===== src/rtl/switch_pkg.sv =====
// Shared constants and the rotating-priority pick used by the 5x5 switch.
// Port order L,N,E,S,W doubles as the request code and the search order.
package switch_pkg;
  localparam int L = 0;
  localparam int N = 1;
  localparam int E = 2;
  localparam int S = 3;
  localparam int W = 4;
  localparam int NUM_PORTS = 5;
  localparam int DEF_DATA_W = 8;
  localparam logic [2:0] REQ_IDLE = 3'b111;

  // One-hot grant of the first requester found starting at 'start'.
  function automatic logic [NUM_PORTS-1:0] pick(
    input logic [NUM_PORTS-1:0] req,
    input logic [2:0] start
  );
    logic [NUM_PORTS-1:0] g;
    logic [2:0] idx;
    g = '0;
    for (int k = NUM_PORTS - 1; k >= 0; k--) begin
      idx = 3'((int'(start) + k) % NUM_PORTS);
      if (req[idx]) begin
        g = '0;
        g[idx] = 1'b1;
      end
    end
    return g;
  endfunction
endpackage


===== src/rtl/switch_arbiter.sv =====
// Per-output arbiter: fixed L>N>E>S>W, or round-robin when
// SWITCH_RR_ARB_EN is defined.
module switch_arbiter
  import switch_pkg::*;
(
`ifdef SWITCH_RR_ARB_EN
  input  logic                 clk,
  input  logic                 rst,
`endif
  input  logic [NUM_PORTS-1:0] req,
  output logic [NUM_PORTS-1:0] grant
);

`ifdef SWITCH_RR_ARB_EN
  logic [2:0] ptr;
  logic [2:0] ptr_nxt;

  assign grant = pick(req, ptr);

  // Next search starts just past the port granted this cycle.
  always_comb begin
    ptr_nxt = ptr;
    unique case (1'b1)
      grant[L]: ptr_nxt = 3'(N);
      grant[N]: ptr_nxt = 3'(E);
      grant[E]: ptr_nxt = 3'(S);
      grant[S]: ptr_nxt = 3'(W);
      grant[W]: ptr_nxt = 3'(L);
      default:  ptr_nxt = ptr;
    endcase
  end

  always_ff @(posedge clk or negedge rst) begin
    if (!rst) ptr <= 3'(L);
    else      ptr <= ptr_nxt;
  end
`else
  assign grant = pick(req, 3'(L));
`endif

endmodule


===== src/rtl/switch.sv =====
// 5x5 registered crossbar: request decode, per-output arbiters,
// output muxes and output registers. Optional macro: SWITCH_RR_ARB_EN.
module switch
  import switch_pkg::*;
#(
  parameter int DATA_W = DEF_DATA_W
) (
  input  logic              clk,
  input  logic              rst,
  input  logic [DATA_W-1:0] In_L,
  input  logic [DATA_W-1:0] In_N,
  input  logic [DATA_W-1:0] In_E,
  input  logic [DATA_W-1:0] In_W,
  input  logic [DATA_W-1:0] In_S,
  input  logic [2:0]        request_L,
  input  logic [2:0]        request_N,
  input  logic [2:0]        request_E,
  input  logic [2:0]        request_S,
  input  logic [2:0]        request_W,
  output logic [DATA_W-1:0] Out_L,
  output logic [DATA_W-1:0] Out_N,
  output logic [DATA_W-1:0] Out_E,
  output logic [DATA_W-1:0] Out_W,
  output logic [DATA_W-1:0] Out_S
);

  logic [DATA_W-1:0]    din   [NUM_PORTS];
  logic [2:0]           rq    [NUM_PORTS];
  logic [NUM_PORTS-1:0] want  [NUM_PORTS];
  logic [NUM_PORTS-1:0] grant [NUM_PORTS];
  logic [DATA_W-1:0]    nxt   [NUM_PORTS];
  logic [DATA_W-1:0]    q     [NUM_PORTS];

  assign din[L] = In_L;
  assign din[N] = In_N;
  assign din[E] = In_E;
  assign din[S] = In_S;
  assign din[W] = In_W;

  assign rq[L] = request_L;
  assign rq[N] = request_N;
  assign rq[E] = request_E;
  assign rq[S] = request_S;
  assign rq[W] = request_W;

  // Codes 5..7 match no output, so idle inputs request nothing.
  always_comb begin
    for (int o = 0; o < NUM_PORTS; o++) begin
      want[o] = '0;
      for (int i = 0; i < NUM_PORTS; i++)
        want[o][i] = (rq[i] == 3'(o));
    end
  end

  for (genvar g = 0; g < NUM_PORTS; g++) begin : g_arb
    switch_arbiter u_arb (
`ifdef SWITCH_RR_ARB_EN
      .clk   (clk),
      .rst   (rst),
`endif
      .req   (want[g]),
      .grant (grant[g])
    );
  end

  always_comb begin
    for (int o = 0; o < NUM_PORTS; o++) begin
      nxt[o] = '0;
      for (int i = 0; i < NUM_PORTS; i++)
        if (grant[o][i]) nxt[o] = nxt[o] | din[i];
    end
  end

  always_ff @(posedge clk or negedge rst) begin
    if (!rst) begin
      for (int o = 0; o < NUM_PORTS; o++) q[o] <= '0;
    end else begin
      for (int o = 0; o < NUM_PORTS; o++) q[o] <= nxt[o];
    end
  end

  assign Out_L = q[L];
  assign Out_N = q[N];
  assign Out_E = q[E];
  assign Out_S = q[S];
  assign Out_W = q[W];

endmodule


===== config.mk =====
export PLATFORM = sky130hd
export DESIGN_NAME = switch
export DESIGN_NICKNAME = d
export VERILOG_FILES = /design/src/rtl/switch_pkg.sv /design/src/rtl/switch_arbiter.sv /design/src/rtl/switch.sv
export SDC_FILE = /design/constraint.sdc
export NUM_CORES = 1
export LEC_CHECK = 0
export ABC_AREA = 0
export CORE_MARGIN = 5
export CORE_UTILIZATION = 45
export CTS_CLUSTER_SIZE = 16
export DETAILED_ROUTE_END_ITERATION = 10
export GPL_TIMING_DRIVEN = 0
export PLACE_DENSITY_LB_ADDON = 0.3
export SETUP_SLACK_MARGIN = 0.3
export SYNTH_ARGS = -nofsm -noshare
export SYNTH_HDL_FRONTEND = slang
export SYNTH_SLANG_ARGS = --single-unit

===== constraint.sdc =====
create_clock -name clk -period 0.8 [get_ports clk]
set_clock_uncertainty 0.1 [all_clocks]
set_input_delay 0.08 -clock clk [delete_from_list [all_inputs] [get_ports clk]]
set_output_delay 0.08 -clock clk [all_outputs]
set_load 0.05 [all_outputs]

# After elaboration in Yosys (flattened, before gate mapping)
# Cells that the tools add are included.
# classes
n_addsub	0
n_mul	0
div	0
n_lt_le_gt_ge	0
n_eq_ne	20
n_shift	0
n_mux	50
bitwise_logic	20
reduce_logical	5
# ops
operator	n
two-way mux 8 bit	25
bitwise OR 8 bit	20
two-way mux 5 bit	25
equality test 3 x 2 -> 1 bit, second input constant	10
equality test 3 x 1 -> 1 bit, second input constant	5
equality test 3 bit, second input constant	5
zero test 3 bit	5
# totals
register_bits	40
latchBits	0
ram_bits	0
romBits	0
inputBits	57
n_memories	0

# Depth between registers and ports, before layout
# depth
ltp_word	15
mapped_depth	7
mapped_depth_nobuf	4

# Modules after synthesis
# From an unflattened synthesis, not the netlist that was laid out.
# hier_totals
cells_unflattened	240
area_unflattened_um2	2453.6
# modules_own_cells
mod	n_inst	cells_per_inst	area_each_um2
switch	1	210	2165.8
switch_arbiter	5	6	57.6

# Least setup slack after synthesis
# OpenSTA, ideal clock, no wires.
# synth_timing
path_type	input port to flip-flop
from	input request_N[0]
to	register q, in the netlist Out_L[0]
setup_ps	126
t_arrival_ps	1398
setup_slack_ps	-824
cell_stages	6
n_path_buf	2
cell_sequence	buf_6 > or3_1 > buf_6 > a32o_1 > mux2_2 > a221o_1
# synth_rtl
element	line_no	source
start: declaration	switch.sv:16	input logic [2:0] request_N,
end: declaration	switch.sv:32	logic [DATA_W-1:0] q [NUM_PORTS];

==> run_summary.xml <==
<?xml version="1.0" encoding="UTF-8"?>
<metrics>
  <group name="critical_path">
    <metric name="critical_path.max_fanout" unit="">6</metric>
    <metric name="crit_required" unit="ns">0.87</metric>
    <metric name="worst-endpoint-arrival" unit="ns">1.52</metric>
    <metric name="cp-start-kind" unit="">input pin</metric>
    <metric name="category_of_the_most_critical_setup_path" unit="">input pin to flop</metric>
    <metric name="worst_setup_path_end_kind" unit="">flop</metric>
  </group>
  <group name="route">
    <metric name="avgRoutedWirePerCell" unit="um">23.1</metric>
    <metric name="first_pass_iters" unit="">7</metric>
    <metric name="drt_iter0_markers" unit="">464</metric>
    <metric name="drc" unit="">0</metric>
    <metric name="wl" unit="um">11700</metric>
    <metric name="vias" unit="">3473</metric>
    <metric name="ant_nets" unit="">0</metric>
    <metric name="avgViaCountPerCell" unit="">6.86</metric>
  </group>
  <group name="power">
    <metric name="power_switching_share" unit="%">37.8</metric>
    <metric name="power.clock.fraction" unit="%">19.3</metric>
    <metric name="leakage" unit="nW">1.86</metric>
    <metric name="combPwrFrac" unit="%">44.6</metric>
    <metric name="design_power_total" unit="mW">6.54</metric>
    <metric name="ir_worst_vdd" unit="V">0.000946</metric>
    <metric name="total_switching_power" unit="mW">2.47</metric>
    <metric name="total_power_density_per_cell_area" unit="nW/um^2">1420</metric>
    <metric name="seqPwrFrac" unit="%">36.0</metric>
    <metric name="p_int" unit="mW">4.07</metric>
  </group>
  <group name="floorplan">
    <metric name="i_o_pin_cnt" unit="">97</metric>
    <metric name="fp.coreArea" unit="um^2">5850</metric>
    <metric name="dieWidth" unit="um">87.3</metric>
    <metric name="dieArea" unit="um^2">7620</metric>
    <metric name="floorplan.initialDensity" unit="%">45.9</metric>
    <metric name="fp-row-count" unit="">28</metric>
    <metric name="die_h" unit="um">87.3</metric>
  </group>
  <group name="synth">
    <metric name="syn-num-nets" unit="">357</metric>
    <metric name="synth_cell_type_count" unit="">33</metric>
    <metric name="netlist_instances" unit="">300</metric>
    <metric name="synth_area_per_cell" unit="um^2">8.96</metric>
    <metric name="synth_warnings" unit="">0</metric>
    <metric name="seq_area_frac_synth" unit="%">37.2</metric>
    <metric name="postSynthRegisterBits" unit="">40</metric>
    <metric name="synth.cell_area" unit="um^2">2690</metric>
  </group>
  <group name="cells_and_area">
    <metric name="n_antenna_cell" unit="">0</metric>
    <metric name="final_net_count" unit="">488</metric>
    <metric name="layout.filler_cells" unit="">397</metric>
    <metric name="finish.cell_count_without_fillers" unit="">506</metric>
    <metric name="utilization" unit="%">78.6</metric>
    <metric name="area_growth" unit="%">71.1</metric>
    <metric name="mostFrequentLayoutCells" unit="">buf_6 (54), nor2_1 (42), clkdlybuf4s50_1 (42), a221o_1 (40), dfrtp_2 (39)</metric>
    <metric name="final_layout_size_suffix_gt1_share" unit="%">45.0</metric>
    <metric name="most_common_cell_after_layout_fill_and_taps_aside" unit="">buf_6</metric>
    <metric name="final_design_area_no_fill" unit="um^2">4600</metric>
  </group>
  <group name="clock_network">
    <metric name="maximum_clock_path_buffer_count" unit="">2</metric>
    <metric name="tritoncts.num_buffers" unit="">5</metric>
    <metric name="tritoncts" unit="">built</metric>
    <metric name="clock_tree_root_driver_cell" unit="">clkbuf_8</metric>
    <metric name="cts_num_sinks" unit="">40</metric>
    <metric name="cts.clk_slew.worst_paths" unit="ns">0.08</metric>
    <metric name="cts_htree_levels" unit="">2</metric>
  </group>
  <group name="timing">
    <metric name="finalHoldWorstSlack" unit="ns">-0.347</metric>
    <metric name="finalHoldViolations" unit="">40</metric>
    <metric name="setup-violations-final" unit="">80</metric>
    <metric name="max_slew_headroom" unit="%">54.5</metric>
    <metric name="clock.fmax" unit="GHz">0.691</metric>
    <metric name="slew_violations" unit="">0</metric>
    <metric name="fin_crit_period" unit="ns">1.45</metric>
    <metric name="final_critical_path_setup_slack" unit="ns">-0.648</metric>
    <metric name="fraction_of_the_cycle_the_final_worst_path_needs" unit="%">181</metric>
    <metric name="tightest_slew" unit="ns">0.680</metric>
    <metric name="grt_setup_unrepaired" unit="">yes</metric>
    <metric name="final.setup.tns" unit="ns">-31.15</metric>
  </group>
  <group name="job">
    <metric name="cap_viol_max_count" unit="">0</metric>
  </group>
  <group name="grt">
    <metric name="first_pass_grt_wire_length" unit="um">17400</metric>
    <metric name="total_congestion_overflow_after_global_routing" unit="">0</metric>
    <metric name="grt.total_usage" unit="%">29.7</metric>
    <metric name="grt_max_degree" unit="">41</metric>
    <metric name="vias_in_the_first_global_route" unit="">3409</metric>
    <metric name="number_of_antenna_violations_at_the_first_check_in_global_routing" unit="">0</metric>
  </group>
  <group name="placement">
    <metric name="dp_slack" unit="ns">-2.00</metric>
    <metric name="place_congestion" unit="">0.968</metric>
    <metric name="number_of_placed_cells_counting_well_taps" unit="">469</metric>
    <metric name="post_dp_cell_area" unit="um^2">3860</metric>
    <metric name="dp_hpwl" unit="um">7350</metric>
    <metric name="buffer_ports.inserted" unit="">94</metric>
  </group>
  <group name="outcome">
    <metric name="outcome" unit="">complete, but fails checks</metric>
    <metric name="violated_checks" unit="">hold timing, setup timing</metric>
  </group>
  <group name="min_path">
    <metric name="hp-class" unit="">input pin to asynchronous set/reset pin</metric>
  </group>
</metrics>
[state kept, by name (all words and copies together), names as in the netlist]
name   count
Out_E      8
Out_W      8
Out_S      8
Out_N      8
Out_L      8
[layout make-up]
| type | instances | area [um^2] | area share, % |
|---|---|---|---|
| Multi-Input combinational cell | 234 | 1850 | 40.3 |
| Timing Repair Buffer | 124 | 1260 | 27.4 |
| Sequential cell | 40 | 1050 | 22.8 |
| Buffer | 24 | 258 | 5.60 |
| Tap cell | 75 | 93.8 | 2.04 |
| Clock buffer | 6 | 72.6 | 1.58 |
| Inverter | 2 | 7.51 | 0.163 |
| Clock inverter | 1 | 5.00 | 0.109 |
[worst max-delay path, stage by stage]
cell	delay, ns
buf_6	0.10
buf_8	0.11
or3_4	0.35
buf_6	0.15
a32o_1	0.22
mux2_4	0.25
a221o_1	0.27
[power groups by stage]
stage	Sequential [mW]	Clock, mW	Combinational (mW)
2_1_floorplan	3.13	0	0.685
4_1_cts	2.36	1.25	2.81
3_5_place_dp	2.35	0	2.52
5_1_grt	2.39	1.35	3.01
6_report	2.36	1.26	2.92
3_3_place_gp	2.35	0	2.50
[synthesized netlist by cell type, drive strengths merged]
cell / count / area share (%)
nor3b: 5 / 2.0
nand3b: 5 / 1.4
a32o: 1 / 0.37
a21oi: 19 / 3.5
a31oi: 20 / 4.7
and3b: 2 / 0.65
nand2b: 1 / 0.23
clkbuf: 16 / 2.3
nor4b: 1 / 0.56
nand4: 8 / 1.9
dfrtp: 40 / 37
a221o: 40 / 15
a32oi: 19 / 6.2
inv: 2 / 0.28
o311ai: 4 / 1.9
or3b: 9 / 2.9
nand4b: 1 / 0.33
nor4: 1 / 0.79
buf: 8 / 1.9
nand3: 15 / 2.8
or3: 2 / 0.47
mux2: 1 / 0.42
nand2: 18 / 2.5
nor2b: 11 / 2.6
nor2: 49 / 6.9
nor3: 2 / 0.37
[cells by family (layout without fill, tap and decap cells)]
| logic type | Yosys count | after routing | share of synthesized area (%) |
|---|---|---|---|
| and+or+nand+nor | 130 | 130 | 26.4 |
| DFF | 40 | 40 | 37.2 |
| AOI/OAI and AO/OA | 103 | 103 | 31.5 |
| muxes | 1 | 1 | 0.419 |
| buffers and inverters | 26 | 157 | 4.47 |
[worst max-delay path by stage]
| stage | startpoint | end | slack [ns] |
|---|---|---|---|
| 5_1_grt | request_N[0] | Out_W[3] | -0.68 |
| 3_5_place_dp | request_L[1] | Out_L[5] | -2.00 |
| 2_1_floorplan | request_N[0] | Out_L[0] | -0.76 |
| 6_report | request_N[0] | Out_L[0] | -0.65 |
| 3_3_place_gp | request_L[0] | Out_L[5] | -1.97 |
| 4_1_cts | request_N[0] | Out_L[0] | -0.69 |
[routing by layer]
layer | share of wire [%] | global-route usage, % | vias to the layer above
li1 | - | - | 1460
met1 | 34 | 35.1 | 1604
met2 | 48 | 49.2 | 323
met3 | 12 | 6.15 | 86
met4 | 5.7 | 18.1 | 0
met5 | 0 | 0 | -
[timing repair]
item | 4_1_cts | 5_1_grt
endpoints found under the setup margin | 120 | 80
gates cloned | 1 | 0
pin swaps | 61 | 22
resized for setup | 384 | 20
hold endpoints to repair | 40 | 40
setup buffers | 29 | 0
Note: power is estimated with default switching activity, not from simulation.
